[src/rtl/tdm_demux81.sv]
// tdm_demux81 -- receive end of an 8-slot TDM link.
//
// The transmitter is an 8:1 mux whose select lines come from a slot counter.
// This block keeps the same slot count, steers each slot sample into a shadow
// register, and publishes all 8 channels in parallel on Y when slot 7 arrives.
//
// Ports:
//   clk          rising-edge clock
//   reset        synchronous, active-high reset
//   en           slot strobe: one sample is present on D this cycle
//   sync         frame marker (slot 0), only meaningful with en
//   D            serial slot data, DW bits
//   S            next slot index expected (mirrors transmitter select)
//   Y            channel outputs, channel k = Y[k*DW +: DW]
//   frame_valid  one-cycle pulse: Y now holds a complete frame
//   sync_err     one-cycle pulse: framing error detected
//   locked       high while aligned to frames (FSM state LOCKED)
//
// Handshake: there is no backpressure. A sample is consumed on every rising
// edge where en=1; sync is sampled only on those same edges.

module tdm_demux81 #(
  parameter int unsigned          DW      = 1,
  parameter logic [8*DW-1:0]      RESET_Y = '0
) (
  input  logic            clk,
  input  logic            reset,
  input  logic            en,
  input  logic            sync,
  input  logic [DW-1:0]   D,
  output logic [2:0]      S,
  output logic [8*DW-1:0] Y,
  output logic            frame_valid,
  output logic            sync_err,
  output logic            locked
);

  typedef enum logic {
    HUNT   = 1'b0,
    LOCKED = 1'b1
  } state_e;

  state_e          state_q, state_d;
  logic [2:0]      s_q, s_d;
  logic [8*DW-1:0] y_q, y_d;
  logic            frame_valid_q, frame_valid_d;
  logic            sync_err_q, sync_err_d;

  // Slots 0..6 only: slot 7 goes straight from D into Y on the frame edge.
  logic [DW-1:0]   shadow_q [7];
  logic [DW-1:0]   shadow_d [7];

  always_comb begin
    state_d       = state_q;
    s_d           = s_q;
    y_d           = y_q;
    shadow_d      = shadow_q;
    frame_valid_d = 1'b0;
    sync_err_d    = 1'b0;

    if (en) begin
      unique case (state_q)
        HUNT: begin
          // Anything before the first sync is ignored.
          if (sync) begin
            shadow_d[0] = D;
            s_d         = 3'd1;
            state_d     = LOCKED;
          end
        end

        LOCKED: begin
          if (sync) begin
            // sync at S!=0 means the transmitter realigned: drop the
            // partial frame but stay locked and start over at slot 0.
            if (s_q != 3'd0) begin
              sync_err_d = 1'b1;
            end
            shadow_d[0] = D;
            s_d         = 3'd1;
          end else if (s_q == 3'd0) begin
            // Missing sync where a frame must start: lose lock.
            sync_err_d = 1'b1;
            state_d    = HUNT;
          end else if (s_q == 3'd7) begin
            for (int k = 0; k < 7; k++) begin
              y_d[k*DW +: DW] = shadow_q[k];
            end
            y_d[7*DW +: DW] = D;
            frame_valid_d   = 1'b1;
            s_d             = 3'd0;
          end else begin
            shadow_d[s_q] = D;
            s_d           = s_q + 3'd1;
          end
        end

        default: begin
          state_d = HUNT;
        end
      endcase
    end
  end

  always_ff @(posedge clk) begin
    if (reset) begin
      state_q       <= HUNT;
      s_q           <= 3'd0;
      y_q           <= RESET_Y;
      frame_valid_q <= 1'b0;
      sync_err_q    <= 1'b0;
      for (int k = 0; k < 7; k++) begin
        shadow_q[k] <= '0;
      end
    end else begin
      state_q       <= state_d;
      s_q           <= s_d;
      y_q           <= y_d;
      frame_valid_q <= frame_valid_d;
      sync_err_q    <= sync_err_d;
      shadow_q      <= shadow_d;
    end
  end

  assign S           = s_q;
  assign Y           = y_q;
  assign frame_valid = frame_valid_q;
  assign sync_err    = sync_err_q;
  assign locked      = (state_q == LOCKED);

endmodule

[config.mk]
export PLATFORM = sky130hd
export DESIGN_NAME = tdm_demux81
export DESIGN_NICKNAME = d
export VERILOG_FILES = /design/src/rtl/tdm_demux81.sv
export SDC_FILE = /design/constraint.sdc
export NUM_CORES = 1
export LEC_CHECK = 0
export ABC_AREA = 1
export ABC_CLOCK_PERIOD_IN_PS = 2000
export CAP_MARGIN = 0
export CORE_MARGIN = 5
export CORE_UTILIZATION = 50
export DETAILED_ROUTE_END_ITERATION = 12
export PLACE_DENSITY = 0.81
export SYNTH_ARGS = -nofsm -noshare
export SYNTH_HDL_FRONTEND = slang
export SYNTH_SLANG_ARGS = --single-unit
[constraint.sdc]
create_clock -name clk -period 2 [get_ports clk]
set_clock_uncertainty 0.05 [all_clocks]
set_input_delay 0.5 -clock clk [delete_from_list [all_inputs] [get_ports clk]]
set_output_delay 0.5 -clock clk [all_outputs]
set_load 0.01 [all_outputs]
==> flow_summary.yaml <==
critical_path:
  crit_path_end_kind: "output pin"
  timing.critical_path.buf_inv: 1
  regToRegSetupSlack_ns: 0.29
  timing.rr.start: "S[0]"
  cp.arrival_ns: 1.43
  timing.setup.critical_path_class: "reg -> out"
  critical-path-slowest-cell: "sky130_fd_sc_hd__clkdlybuf4s50_1"
  worstPathRequired_ns: 1.45
  worst_r2r_path_depth: 9
  worst_path_dominant_cell_family: "buffers and inverters"
  cp-start-kind: "flip-flop"
  rr_endpoint: "Y[0]"
  levels_on_crit_path: 1
  worst-path-max-fanout: 7
  crit_path_cell_trace: "clkdlybuf4s50_1"
  cpPeakStageDelay_ns: 0.60
detailed_routing:
  detail_route_antenna_nets: 0
  wl_per_cell_microns: 11.4
  post_drt_via_cell_ratio: 5.04
  firstDrtPassIters: 4
  dr_total_vias: 953
  initialDrtViolationCount: 17
  route.layer.met1.wl_microns: 1020
  routed.top_layer: "met4"
  met3WireLength_microns: 77
  routed_length_on_met2_microns: 1020
  drc: 0
  post_detailed_routing_wire_length_microns: 2150
timing:
  hold_viol_final: 0
  hold-worst-slack_ns: 0.414
  finalCriticalPeriod_ns: 1.98
  fmaxAchievable_mhz: 506
  setup_viol: 0
  setup_tns_ns: 0
  rsz_0062_raised_after_global_routing: "no"
  period_utilisation_layout_pct: 98.8
  worst_slew_pin_slew_ns: 0.306
  final_max_tran_viols: 0
  timing.slew.headroom_pct: 79.5
  final_critical_path_setup_slack_ns: 0.0236
placement:
  gp_congestion: 0.922
  buffer_ports.inserted: 18
  pre_cts_ws_ns: 0.00521
  placed_area_sq_um: 1250
  hpwl_microns: 1680
synth:
  netlist-cell-type-count: 22
  netlist.top_cell.by_area: "sky130_fd_sc_hd__dfxtp_1"
  cell_with_the_most_instances_after_synthesis: "sky130_fd_sc_hd__nor2_1"
  synth.yosys.warnings: 0
  syn-instance-count: 138
  post_synth.cell_area_avg_sq_um: 7.38
  ys_dominant_reg_cell: "sky130_fd_sc_hd__dfxtp_1"
  synth.ff_latch_count: 21
  synthTopCellsByCount: "sky130_fd_sc_hd__nor2_1, sky130_fd_sc_hd__dfxtp_1, sky130_fd_sc_hd__nand2_1, sky130_fd_sc_hd__inv_1, sky130_fd_sc_hd__nand3_1"
  async_reset_ff_share_pct: 0
  mappedNetlistNets: 148
  cell_area_after_synthesis_sq_um: 1020
  synth-seq-area-share_pct: 41.3
  synth_top_cell_area_share_pct: 41.3
  synth-edff-count: 0
  yosys-top-cells-area: "sky130_fd_sc_hd__dfxtp_1, sky130_fd_sc_hd__nor2_1, sky130_fd_sc_hd__ha_1, sky130_fd_sc_hd__nand2_1, sky130_fd_sc_hd__nand3b_1"
grt:
  grt_antenna_before_repair: 0
  grt_start_max_net_pins: 13
  grt_pass1_wl_microns: 3730
  grt_usage_pct: 16.6
  vias_in_the_first_global_route: 912
  grt_overflow: 0
min_path:
  min_delay_worst_endpoint: "Y[0]"
  worstHoldStart: "shadow_q[6]"
  holdPathStages: 2
  hold_path_class: "reg -> reg"
power_and_ir_drop:
  total_leakage_power_nw: 0.547
  power.density_nw_per_um2: 573
  power.total_w: 0.000736
  ir_worst_vdd_v: 0.000389
clock_tree:
  numClockSinks: 21
  post_cts_buffers: 0
  tritoncts: "built"
  insertion_delay_to_the_later_sink_of_the_worst_skew_pair_ns: 0.30
  cts_root_buffer: "sky130_fd_sc_hd__clkbuf_4"
  cts_max_path_buffers: 2
  cts_made_buffers: 3
  cts_hold_buffers: 0
  cts_resized: 0
  clk_transition_reported_paths_ns: 0.12
  cts_htree_levels: 1
status:
  run_status: "complete, no violations"
finish:
  area_growth_pct: 26.0
  fillerInstances: 197
  antenna_cells_inserted: 0
  design_area_sq_um: 1280
  drive_above_1_share_pct: 13.6
  nNetsFinal: 173
die:
  design.die.area_sq_um: 3040
  std_cell_rows: 16
  die_height_microns: 55.1
  boundaryPins: 19
  core_area_sq_um: 1940
  die_width_microns: 55.1
  initial_utilization_pct: 52.4
flow_run:
  maxCapViolCount: 0
-- placed cells by master (no fill, tap or decap), drive strengths merged --
cell type	synthesis	routed
clkinv	0	1
nand3	8	8
a21oi	7	7
nand2	21	21
buf	2	4
inv	14	14
nand3b	6	6
ha	5	5
nand4	1	1
dfxtp	21	21
o21ai	10	10
nor3b	1	1
clkbuf	0	3
clkdlybuf4s50	0	18
nor2	39	39
a211oi	1	1
nor3	2	2
-- area by class of cell --
| class | instances | area [sq um] | area share, % |
|---|---|---|---|
| multi-input cells | 101 | 537 | 41.8 |
| well taps | 27 | 33.8 | 2.63 |
| clock inverters | 1 | 5.00 | 0.390 |
| inverters | 14 | 52.6 | 4.09 |
| flip-flops and latches | 21 | 423 | 32.9 |
| clock buffers | 3 | 22.5 | 1.75 |
| repair buffers | 22 | 210 | 16.4 |
-- metal layers --
layer	global-route usage, %	vias up
li1	-	487
met4	6.88	0
met2	27.8	14
met1	21.3	447
met3	2.41	5
met5	0	-
-- through the flow --
stage	cells	utilization, %
floorplan	138	-
global placement	185	64.4
detailed placement	185	64.4
CTS	189	65.9
global route	189	66.1
finish	189	66.1
-- logic make-up after synthesis --
group | after synthesis | share of synthesized area (%)
AOI/OAI and AO/OA | 18 | 9.46
adders and majority gates | 5 | 6.14
buffers and inverters | 16 | 6.27
DFF | 21 | 41.3
and+or+nand+nor | 78 | 36.9
-- worst max path at each step --
stage | to | slack [ns] | start
CTS | S[2] | 0.04 | S[2]
global placement | Y[2] | 0.09 | sync
finish | S[2] | 0.02 | S[2]
global route | S[2] | 0.02 | S[2]
detailed placement | Y[5] | 0.005 | sync
floorplan | Y[0] | 0.36 | S[0]
-- power by group --
group,switching (W),internal (W)
clock network,0.000128,0.0000745
registers,0.00000911,0.000425
logic,0.0000583,0.0000408
total,0.000196,0.000540
-- flip-flops by register name (all words and copies together), names as in the netlist --
name         count
Y                8
shadow_q         7
S                3
frame_valid      1
locked           1
sync_err         1
No activity file was read; power rests on OpenSTA's default activity.
